$ cat src/rtl/sap_1_pkg.sv
// Shared definitions for the SAP-1 computer: opcodes, ring-counter states,
// debug-select codes, control word and the power-up program image.
package sap_1_pkg;

    typedef enum logic [3:0] {
        OP_LDA = 4'h0,
        OP_ADD = 4'h1,
        OP_SUB = 4'h2,
        OP_OUT = 4'hE,
        OP_HLT = 4'hF
    } opcode_e;

    typedef enum logic [5:0] {
        T1 = 6'b000001,
        T2 = 6'b000010,
        T3 = 6'b000100,
        T4 = 6'b001000,
        T5 = 6'b010000,
        T6 = 6'b100000
    } t_state_e;

    typedef enum logic [1:0] {
        EO_A      = 2'b00,
        EO_BUS    = 2'b01,
        EO_PC_MAR = 2'b10,
        EO_IR     = 2'b11
    } eo_sel_e;

    typedef struct packed {
        logic pc_out;
        logic pc_inc;
        logic mar_load;
        logic ram_out;
        logic ir_load;
        logic ir_out;
        logic a_out;
        logic a_load;
        logic b_load;
        logic alu_out;
        logic sub;
        logic o_load;
    } ctrl_word_t;

    // LDA 9, ADD A, SUB B, OUT, HLT with data 0x10, 0x14, 0x18
    localparam logic [7:0] DEFAULT_PROG [16] = '{
        8'h09, 8'h1A, 8'h2B, 8'hE0, 8'hF0, 8'h00, 8'h00, 8'h00,
        8'h00, 8'h10, 8'h14, 8'h18, 8'h00, 8'h00, 8'h00, 8'h00
    };

endpackage

$ cat src/rtl/sap_1_ctrl.sv
// SAP-1 controller: one-hot ring counter, halt flag and control-word decode
// from the current T state and opcode.
module sap_1_ctrl
    import sap_1_pkg::*;
(
    input  logic       clk,
    input  logic       rst_n,
    input  logic       run,
    input  logic [3:0] opcode,
    output t_state_e   t,
    output logic       halted,
    output ctrl_word_t cw
);

    t_state_e t_next;
    logic     hlt_set;

    always_comb begin
        unique case (t)
            T1:      t_next = T2;
            T2:      t_next = T3;
            T3:      t_next = T4;
            T4:      t_next = T5;
            T5:      t_next = T6;
            default: t_next = T1;
        endcase
    end

    // The halting edge also leaves the ring parked on T4.
    always_ff @(posedge clk or negedge rst_n) begin
        if (!rst_n) begin
            t      <= T1;
            halted <= 1'b0;
        end else if (run && !halted) begin
            if (hlt_set) halted <= 1'b1;
            else         t      <= t_next;
        end
    end

    always_comb begin
        cw      = '0;
        hlt_set = 1'b0;
        unique case (t)
            T1: begin
                cw.pc_out   = 1'b1;
                cw.mar_load = 1'b1;
            end
            T2: cw.pc_inc = 1'b1;
            T3: begin
                cw.ram_out = 1'b1;
                cw.ir_load = 1'b1;
            end
            T4: begin
                case (opcode)
                    OP_LDA, OP_ADD, OP_SUB: begin
                        cw.ir_out   = 1'b1;
                        cw.mar_load = 1'b1;
                    end
                    OP_OUT: begin
                        cw.a_out  = 1'b1;
                        cw.o_load = 1'b1;
                    end
                    OP_HLT:  hlt_set = 1'b1;
                    default: ;
                endcase
            end
            T5: begin
                case (opcode)
                    OP_LDA: begin
                        cw.ram_out = 1'b1;
                        cw.a_load  = 1'b1;
                    end
                    OP_ADD, OP_SUB: begin
                        cw.ram_out = 1'b1;
                        cw.b_load  = 1'b1;
                    end
                    default: ;
                endcase
            end
            T6: begin
                if (opcode == OP_ADD || opcode == OP_SUB) begin
                    cw.alu_out = 1'b1;
                    cw.a_load  = 1'b1;
                    cw.sub     = (opcode == OP_SUB);
                end
            end
            default: ;
        endcase
    end

endmodule

$ cat src/rtl/sap_1.sv
// SAP-1 8-bit computer top: datapath registers, W bus, ALU, 16x8 RAM with
// front-panel programming and a selectable debug view.
module sap_1
    import sap_1_pkg::*;
(
    input  logic       clk,
    input  logic       fp_clear,
    input  logic       fp_prog,
    input  logic       fp_write,
    input  logic [3:0] fp_adr,
    input  logic [7:0] fp_data,
    input  logic [1:0] eo_sel,
    output logic [7:0] out_value,
    output logic [7:0] extra_out,
    output logic       halted
);

    logic [3:0] pc;
    logic [3:0] mar;
    logic [7:0] ir;
    logic [7:0] a;
    logic [7:0] b;
    logic [7:0] o;
    logic [7:0] bus;
    logic [7:0] alu;
    logic       cpu_en;
    t_state_e   t;
    ctrl_word_t cw;

    logic [7:0] ram [16] = DEFAULT_PROG;

    sap_1_ctrl u_ctrl (
        .clk    (clk),
        .rst_n  (fp_clear),
        .run    (!fp_prog),
        .opcode (ir[7:4]),
        .t      (t),
        .halted (halted),
        .cw     (cw)
    );

    assign cpu_en = !fp_prog && !halted;
    assign alu    = cw.sub ? (a - b) : (a + b);

    always_comb begin
        bus = '0;
        if (cw.pc_out)       bus = {4'h0, pc};
        else if (cw.ram_out) bus = ram[mar];
        else if (cw.ir_out)  bus = {4'h0, ir[3:0]};
        else if (cw.a_out)   bus = a;
        else if (cw.alu_out) bus = alu;
    end

    always_ff @(posedge clk) begin
        if (fp_prog && fp_write) ram[fp_adr] <= fp_data;
    end

    always_ff @(posedge clk or negedge fp_clear) begin
        if (!fp_clear) begin
            pc  <= '0;
            mar <= '0;
            ir  <= '0;
            a   <= '0;
            b   <= '0;
            o   <= '0;
        end else if (cpu_en) begin
            if (cw.pc_inc)   pc  <= pc + 4'd1;
            if (cw.mar_load) mar <= bus[3:0];
            if (cw.ir_load)  ir  <= bus;
            if (cw.a_load)   a   <= bus;
            if (cw.b_load)   b   <= bus;
            if (cw.o_load)   o   <= bus;
        end
    end

    assign out_value = o;

    always_comb begin
        unique case (eo_sel_e'(eo_sel))
            EO_A:      extra_out = a;
            EO_BUS:    extra_out = bus;
            EO_PC_MAR: extra_out = {pc, mar};
            default:   extra_out = ir;
        endcase
    end

endmodule

$ cat config.mk
export PLATFORM = sky130hd
export DESIGN_NAME = sap_1
export DESIGN_NICKNAME = d
export VERILOG_FILES = /design/src/rtl/sap_1_pkg.sv /design/src/rtl/sap_1_ctrl.sv /design/src/rtl/sap_1.sv
export SDC_FILE = /design/constraint.sdc
export NUM_CORES = 1
export LEC_CHECK = 0
export CORE_MARGIN = 2
export CORE_UTILIZATION = 45
export CTS_CLUSTER_DIAMETER = 30
export DETAILED_ROUTE_END_ITERATION = 8
export SYNTH_ARGS = -nofsm -noshare
export SYNTH_HDL_FRONTEND = slang
export SYNTH_SLANG_ARGS = --single-unit
$ cat constraint.sdc
create_clock -name clk -period 6.9 [get_ports clk]
set_input_delay 1.38 -clock clk [delete_from_list [all_inputs] [get_ports clk]]
set_output_delay 1.38 -clock clk [all_outputs]
set_load 0.05 [all_outputs]
After elaboration in Yosys (flattened, before gate mapping)

Memories as Yosys holds them, arrays and structs flattened.
Index checks and enable logic that the tools add are counted.

Add/subtract/negate cells: 3
Equality and inequality tests: 12
Muxes and demuxes: 28
Bitwise gates (word level): 1
Reductions and logical operators: 17

Operator list:

| kind                                                | number |
|---|---|
| 2-to-1 mux 8 bit                                    | 6 |
| one-hot mux 6 bit (5 select lines)                  | 1 |
| one-hot mux 8 bit (3 select lines)                  | 1 |
| AND reduction 2 bit                                 | 8 |
| 2-to-1 mux 1 bit                                    | 14 |
| adder 8 bit                                         | 1 |
| equality test 4 bit, second input constant          | 2 |
| subtractor 8 bit                                    | 1 |
| equality test 6 x 1 -> 1 bit, second input constant | 1 |
| equality test 6 x 2 -> 1 bit, second input constant | 1 |
| equality test 6 x 3 -> 1 bit, second input constant | 1 |
| equality test 6 x 4 -> 1 bit, second input constant | 1 |
| equality test 6 x 5 -> 1 bit, second input constant | 1 |
| equality test 6 bit, second input constant          | 1 |
| 2-to-1 mux 2 bit                                    | 3 |
| one-hot mux 1 bit (2 select lines)                  | 3 |
| adder 4 x 1 -> 4 bit, second input constant         | 1 |
| equality test 4 x 1 -> 1 bit, second input constant | 1 |
| equality test 4 x 2 -> 1 bit, second input constant | 1 |
| zero test 4 bit                                     | 1 |
| OR reduction 3 bit                                  | 1 |
| equality test 2 x 1 -> 1 bit, second input constant | 1 |
| equality test 2 bit, second input constant          | 1 |
| logical AND 1 bit                                   | 2 |
| other kinds (5)                                     | 6 |

Register bits after elaboration: 47
Memory bits (writable): 128
Input port bits: 18
Output and inout port bits: 17
Logic and storage cells: 70
Memories: 1

Memory list:

| name | words | bits a word | rd ports | clocked after memory_dff | write ports | RTL line    | text |
|---|---|---|---|---|---|---|---|
| ram  | 16    | 8           | 1        | 0                        | 1           | sap_1.sv:30 | `logic [7:0] ram [16] = DEFAULT_PROG;` |

Logic depth before layout (Yosys ltp)

Gate-level depths: netlist of the first run.

Depth in word-level cells: 11
Depth in mapped cells: 13
Depth with buffers taken out: 12

By module

A second synthesis of the first run with hierarchy kept.

Cells, all modules: 561
Area, all modules: 7990.2 um2

By module, submodules not included:

| module     | times used | cells each | area each (um2) |
|---|---|---|---|
| sap_1      | 1          | 504        | 7418.4 |
| sap_1_ctrl | 1          | 57         | 571.8 |

Worst setup path after synthesis of the first run

Ideal clock, no wire load.

Path type: register to output
From: reg u_ctrl.t[3]
To: out extra_out[7]
Data arrival time: 3.821 ns
Setup slack: 1.699 ns
Cell stages (with the launch flop): 12
Path buffers: 1
Path through: dfrtp_1 -> buf_2 -> nor3_1 -> nand3_1 -> o21ai_0 -> xor2_1 -> ha_1 -> a2111o_1 -> o21ai_0 -> xor2_1 -> a221oi_1 -> o21ai_0

Cells in the longest elaborated chain, start to end: 9

RTL lines:

| element                                | RTL line         | text |
|---|---|---|
| from (decl)                            | sap_1_ctrl.sv:10 | `output t_state_e t,` |
| from (signal assigned)                 | sap_1_ctrl.sv:36 | `else t <= t_next;` |
| equality test 6 bit                    | sap_1_ctrl.sv:43 | `unique case (t)` |
| 2-to-1 mux 2 bit                       | sap_1_ctrl.sv:43 |  |
| 2-to-1 mux 8 bit                       | sap_1.sv:43      | `assign alu = cw.sub ? (a - b) : (a + b);` |
| 2-to-1 mux 8 bit                       | sap_1.sv:51      | `else if (cw.alu_out) bus = alu;` |
| 2-to-1 mux 8 bit                       | sap_1.sv:50      | `else if (cw.a_out) bus = a;` |
| 2-to-1 mux 8 bit                       | sap_1.sv:49      | `else if (cw.ir_out) bus = {4'h0, ir[3:0]};` |
| 2-to-1 mux 8 bit                       | sap_1.sv:48      | `else if (cw.ram_out) bus = ram[mar];` |
| 2-to-1 mux 8 bit (*)                   | sap_1.sv:47      | `if (cw.pc_out) bus = {4'h0, pc};` |
| one-hot mux 8 bit (3 select lines) (*) | sap_1.sv:79      | `unique case (eo_sel_e'(eo_sel))` |
| to (decl)                              | sap_1.sv:14      | `output logic [7:0] extra_out,` |

Mark *: on every way between the ends. The rest lies on a longest branch, timed or not.

Final worst setup path of the first run

From: reg u_ctrl.t[1]
To: out extra_out[7]

The elaborated chain is that of the path after synthesis.

==> impl_metrics.ini, run 1 <==
[placement]
dp_hpwl_mm = 12.3
port_buffers = 34
routabilityCongestion = 0.882

[critical_path]
worstPathArrival_ns = 4.72
cp-end-kind = output port
required_ns = 5.52
startpoint = u_ctrl.t[1]
rr_worst_depth = 10
start_kind = register
rr_startpoint = u_ctrl.t[1]
setup.worst_path.class = reg -> out
cp_max_fo = 8

[global_routing]
grt_pass1_wl_mm = 27.9
antenna_found_initial = 0
grtUsageTotal_pct = 20.7
grt_remaining_overflow = 0
grt_max_degree = 48
grt_pass1_vias = 4840

[outcome]
run_status = complete, no violations

[finish]
antenna_cells = 0
final_util_pct = 52.6
area_growth_pct = 14.3
final_cell_mix = edfxtp_1, dfrtp_1, nand2_1
num-fill-cells = 1457
drive_gt1_share_pct = 15.6
layout_commonest_cell = edfxtp_1
finish.net_count = 603

[sta]
slew_viol_final = 0
setup_viol = 0
tightest_slew_ns = 1.11
fin_crit_ns = 6.10
slew_headroom_pct = 25.5
finalHoldViolCount = 0
tns_ns = 0
clock_skew_ns = 0.0123
rsz0062_at_grt = false
fmax_mhz = 164
period_share_pct = 88.4

[logic_synthesis]
syn_inst = 541
synth_nets = 569
mappedNetlistArea_sq_um = 7960
avgSynthCellArea_sq_um = 14.7
synth_seq_area_share_pct = 63.0
synthFlopType = edfxtp_1
ys_seq_elements = 175
yosysUniqueCellTypes = 61
synth-edff-count = 128
yosysWarnings = 0
synth-async-reset-ratio_pct = 26.9

[min_path]
hold_path.class = reg -> reg
hp-start = out_value[0]
whs_path_depth = 2

[power_and_ir_drop]
irDropWorstVdd_mv = 0.179
cellPowerDensity_nw_per_um2 = 242
internal_power_w = 0.00168
seqPwrFrac_pct = 52.6
leakage_nw = 3.27
switching_share_pct = 23.7
comb_power_share_pct = 4.9
power_switching_w = 0.000521
p_clk_share_pct = 42.5
power_w = 0.00220

[clocking]
cts_max_level = 4
clk_pin_slew_ns = 0.07
postCtsSetupBuffers = 0
clockBufferDepth = 2
cts_resized = 0
numCtsBuffers = 17
clock_tree.root_cell = clkbuf_16
cts_sinks = 175
postCtsHoldBufs = 0
cts_tree = yes
clkLatencyLatePin_ns = 0.43

[drt]
wl_per_cell_um = 22.1
drtIter0Drc = 349
vias = 4803
viasPerCell = 5.91
drtPass1Iterations = 5
wirelength_mm = 18.0
drc_errors = 0
ant_nets = 0

[flow_run]
max_cap_viol_count = 0

[floorplan]
die_h_um = 137
io_pins = 35
floorplan.rows = 48
initial_core_util_pct = 46.0
core_sq_um = 17300
dieArea_sq_um = 18800
die_x_um = 137
## metrics by stage
stage / hold slack, ns / setup WS (ns) / instance area (sq um) / cells
2_1_floorplan: 0.461 / 1.70 / 7960 / 541
3_3_place_gp: 0.483 / 1.39 / 8510 / 781
3_5_place_dp: 0.482 / 1.29 / 8510 / 781
4_1_cts: 0.497 / 0.811 / 9100 / 813
5_1_grt: 0.532 / 0.450 / 9100 / 813
6_report: 0.489 / 0.797 / 9100 / 813
## registers in the layout, summed over array words and instances (netlist names)
signal / flops
out_value: 8
mar: 4
ram: 128
u_ctrl.halted: 1
a: 8
u_ctrl.t: 6
b: 8
pc: 4
ir: 8
## cell usage after synthesis, drive strengths merged, types with 2 or more instances
cell type | instances | area share, %
edfxtp | 128 | 48
dfrtp | 46 | 14
nand2 | 42 | 2.0
mux4 | 39 | 12
nor2 | 39 | 1.8
o21ai | 32 | 2.0
a21oi | 24 | 1.5
mux2 | 14 | 2.0
inv | 13 | 0.61
clkbuf | 12 | 0.57
buf | 11 | 0.91
nor3 | 11 | 0.69
ha | 9 | 1.4
xor2 | 9 | 0.99
a211oi | 8 | 0.75
mux2i | 8 | 1.0
nand2b | 8 | 0.63
a31oi | 6 | 0.47
nand3 | 6 | 0.38
a22oi | 5 | 0.71
nand4 | 5 | 0.39
nor2b | 5 | 0.39
o21a | 5 | 0.47
and2 | 4 | 0.31
o211ai | 4 | 0.38
o22ai | 4 | 0.31
o31ai | 4 | 0.50
xnor2 | 4 | 0.44
and3 | 3 | 0.24
nand4b | 3 | 0.33
or2 | 3 | 0.24
or3 | 3 | 0.24
a21o | 2 | 0.19
nor3b | 2 | 0.19
nor4 | 2 | 0.24
o311a | 2 | 0.25
## critical path: stages (launching register included)
cell and delay [ns]:
dfrtp_1 0.47, nor3b_1 0.59, nand3_1 0.35, o21ai_0 0.20, xor2_1 0.17, ha_1 0.29
a2111o_1 0.42, o21ai_0 0.22, xor2_1 0.10, a221oi_1 0.55, o21ai_0 0.21, clkdlybuf4s50_1 0.73
## worst paths after layout
check	to	slack (ns)
min in group asynchronous	mar[2]	1.14
worst max register to register	a[7]	3.20
worst min register to register	out_value[0]	0.49
max in group asynchronous	mar[0]	5.06
worst min-delay path	out_value[0]	0.49
worst max-delay path	extra_out[7]	0.80
## per-layer routing
| layer | wire length, um | global-route usage [%] | up-vias |
|---|---|---|---|
| li1 | - | - | 2195 |
| met1 | 7870 | 27.5 | 2420 |
| met2 | 8850 | 33.9 | 149 |
| met3 | 852 | 4.33 | 39 |
| met4 | 433 | 7.10 | 0 |
| met5 | 0 | 0 | - |
## power groups by stage
stage | registers (W) | logic, W | clock network (W)
6_report | 0.00116 | 0.000108 | 0.000935
4_1_cts | 0.00116 | 0.000109 | 0.000951
3_5_place_dp | 0.00118 | 0.000109 | 0
3_3_place_gp | 0.00118 | 0.000107 | 0
5_1_grt | 0.00116 | 0.000119 | 0.000992
2_1_floorplan | 0.00117 | 0.0000727 | 0
## cell families (layout without fill, tap and decap cells)
| kind of cell | Yosys count | count (layout) | share of synthesized area, % |
|---|---|---|---|
| flops | 175 | 175 | 63.0 |
| simple gates | 141 | 141 | 8.63 |
| compound gates | 105 | 105 | 8.61 |
| mux | 61 | 61 | 14.5 |
| buf+inv | 36 | 83 | 2.09 |
| xor+xnor | 13 | 13 | 1.43 |
| fa+ha+maj | 10 | 10 | 1.67 |
## layout make-up
cell class	instances	area (sq um)	share of cell area, %
sequential	175	5020	55.2
clock buffer	18	429	4.71
multi-input combinational	330	2800	30.7
clock inverter	14	159	1.75
inverter	13	48.8	0.536
tap	225	282	3.09
timing repair buffer	38	365	4.01
Note: power is estimated with default switching activity, not from simulation.
==> inputs of run 2 (changes only) <==
- SKIP_CTS_REPAIR_TIMING: unset -> 1
==> results of run 2 <==
No change in the layout: final DEF, timing and power equal those of run 1.
==> inputs of run 3 (changes only) <==
- HOLD_SLACK_MARGIN: unset -> 0.03
- PLACE_DENSITY: unset -> 0.62
- SKIP_LAST_GASP: unset -> 1
==> impl_metrics.ini, run 3 (synthesized netlist as in run 1, its figures left out) <==
[clocking]
clk_pin_slew_ns = 0.06
cts_sinks = 175
cts_max_level = 4
numCtsBuffers = 17
clock_tree.root_cell = clkbuf_16
clkLatencyLatePin_ns = 0.43
cts_tree = yes
clockBufferDepth = 2

[finish]
area_growth_pct = 14.7
register_area_sq_um = 5020
num-fill-cells = 1414
regMostFlops = ram
antenna_cells = 0
layout_commonest_cell = edfxtp_1
finalInstanceArea_sq_um = 9140
finish.net_count = 605
drive_gt1_share_pct = 15.6
multi_input_area_sq_um = 2800
largest_reg_flops = 128
final_cell_mix = edfxtp_1, dfrtp_1, nand2_1

[global_routing]
grt_pass1_vias = 4741
antenna_found_initial = 0
grt_max_degree = 48
grtUsageTotal_pct = 21.0
grt_pass1_wl_mm = 28.3
grt_remaining_overflow = 0

[critical_path]
reg2reg_slack_ns = 3.10
start_kind = register
cp_max_fo = 8
critPathSlowestCell = clkdlybuf4s50_1
path_common_cell = o21ai_0
r2r_end = a[7]
cp-end-kind = output port
worstPathArrival_ns = 4.80
path_cells = nor3b_1 -> nand3_1 -> o21ai_0 -> xor2_1 -> ha_1 -> a2111o_1 -> o21ai_0 -> xor2_1 -> a221oi_1 -> o21ai_0 -> clkdlybuf4s50_1
rr_worst_depth = 10
setup.worst_path.class = reg -> out
slowest_delay_ns = 0.73
required_ns = 5.52
rr_startpoint = u_ctrl.t[1]

[min_path]
whs_path_depth = 2
hold_path.class = reg -> reg
hp-start = out_value[4]
holdPathEnd = out_value[4]

[drt]
ant_nets = 0
drtPass1Iterations = 5
wl_per_cell_um = 22.5
drtIter0Drc = 394
vias = 4790
viasPerCell = 5.89
drc_errors = 0
wirelength_mm = 18.3

[power_and_ir_drop]
cellPowerDensity_nw_per_um2 = 247
power_w = 0.00226
leakage_nw = 3.29
irDropWorstVdd_mv = 0.299

[floorplan]
core_sq_um = 17300
die_h_um = 137
io_pins = 35
floorplan.rows = 48
initial_core_util_pct = 46.0
die_x_um = 137
dieArea_sq_um = 18800

[placement]
dp_hpwl_mm = 12.3
port_buffers = 34
dpl_cell_area_sq_um = 8530
place_ws_ns = 1.13
routabilityCongestion = 0.887

[sta]
slew_viol_final = 0
slew_headroom_pct = 26.7
fin_ws_ns = 0.716
period_share_pct = 89.6
tightest_slew_ns = 1.10
rsz0062_at_grt = false
fmax_mhz = 162
setup_viol = 0
tns_ns = 0
finalHoldViolCount = 0
clock_skew_ns = 0.0136
fin_crit_ns = 6.18

[outcome]
run_status = complete, no violations

[flow_run]
max_cap_viol_count = 0
==> run 3: critical path, delay by kind of cell, from the launching register on <==
kind | cells | cell delay [ns]
and+or+nand+nor | 2 | 1.02
buffers and inverters | 1 | 0.73
adders and majority gates | 1 | 0.29
xor gates and xnor gates | 2 | 0.27
DFF | 1 | 0.46
AOI/OAI and AO/OA | 5 | 1.62
==> run 3: power breakdown <==
part / total [W] / internal [W] / switching [W] / leakage (nW)
clock network: 0.000990 / 0.000576 / 0.000414 / 0.298
registers: 0.00116 / 0.00114 / 0.0000138 / 1.76
logic: 0.000110 / 0.0000496 / 0.0000607 / 1.23
==> run 3: layer usage <==
layer / routed length (um) / up-vias / share of wire, % / global-route usage [%]
li1: - / 2187 / - / -
met1: 8070 / 2424 / 44 / 28.3
met2: 9080 / 150 / 50 / 34.1
met3: 759 / 29 / 4.2 / 4.41
met4: 352 / 0 / 1.9 / 7.27
met5: 0 / - / 0 / 0
==> run 3: worst max path at each step <==
| stage | from | end | slack [ns] | depth (start not counted) |
|---|---|---|---|---|
| 2_1_floorplan | u_ctrl.t[3] | extra_out[7] | 1.70 | 11 |
| 3_3_place_gp | u_ctrl.t[1] | extra_out[7] | 1.23 | 11 |
| 3_5_place_dp | u_ctrl.t[1] | extra_out[7] | 1.13 | 11 |
| 4_1_cts | u_ctrl.t[1] | extra_out[7] | 0.67 | 11 |
| 5_1_grt | ir[5] | extra_out[7] | 0.31 | 12 |
| 6_report | u_ctrl.t[1] | extra_out[7] | 0.72 | 11 |
==> run 3: layout make-up <==
type / instances / area share [%]
Clock inverter: 13 / 1.99
Clock buffer: 17 / 4.66
Inverter: 13 / 0.534
Sequential cell: 175 / 55.0
Tap cell: 225 / 3.08
Multi-Input combinational cell: 330 / 30.6
Timing Repair Buffer: 40 / 4.16
==> run 3: stage by stage <==
stage / util (%) / hold slack (ns) / cells
6_report: 52.8 / 0.484 / 813
2_1_floorplan: - / 0.461 / 541
4_1_cts: 52.8 / 0.488 / 813
3_3_place_gp: 49.3 / 0.478 / 783
5_1_grt: 52.8 / 0.523 / 813
3_5_place_dp: 49.3 / 0.473 / 783
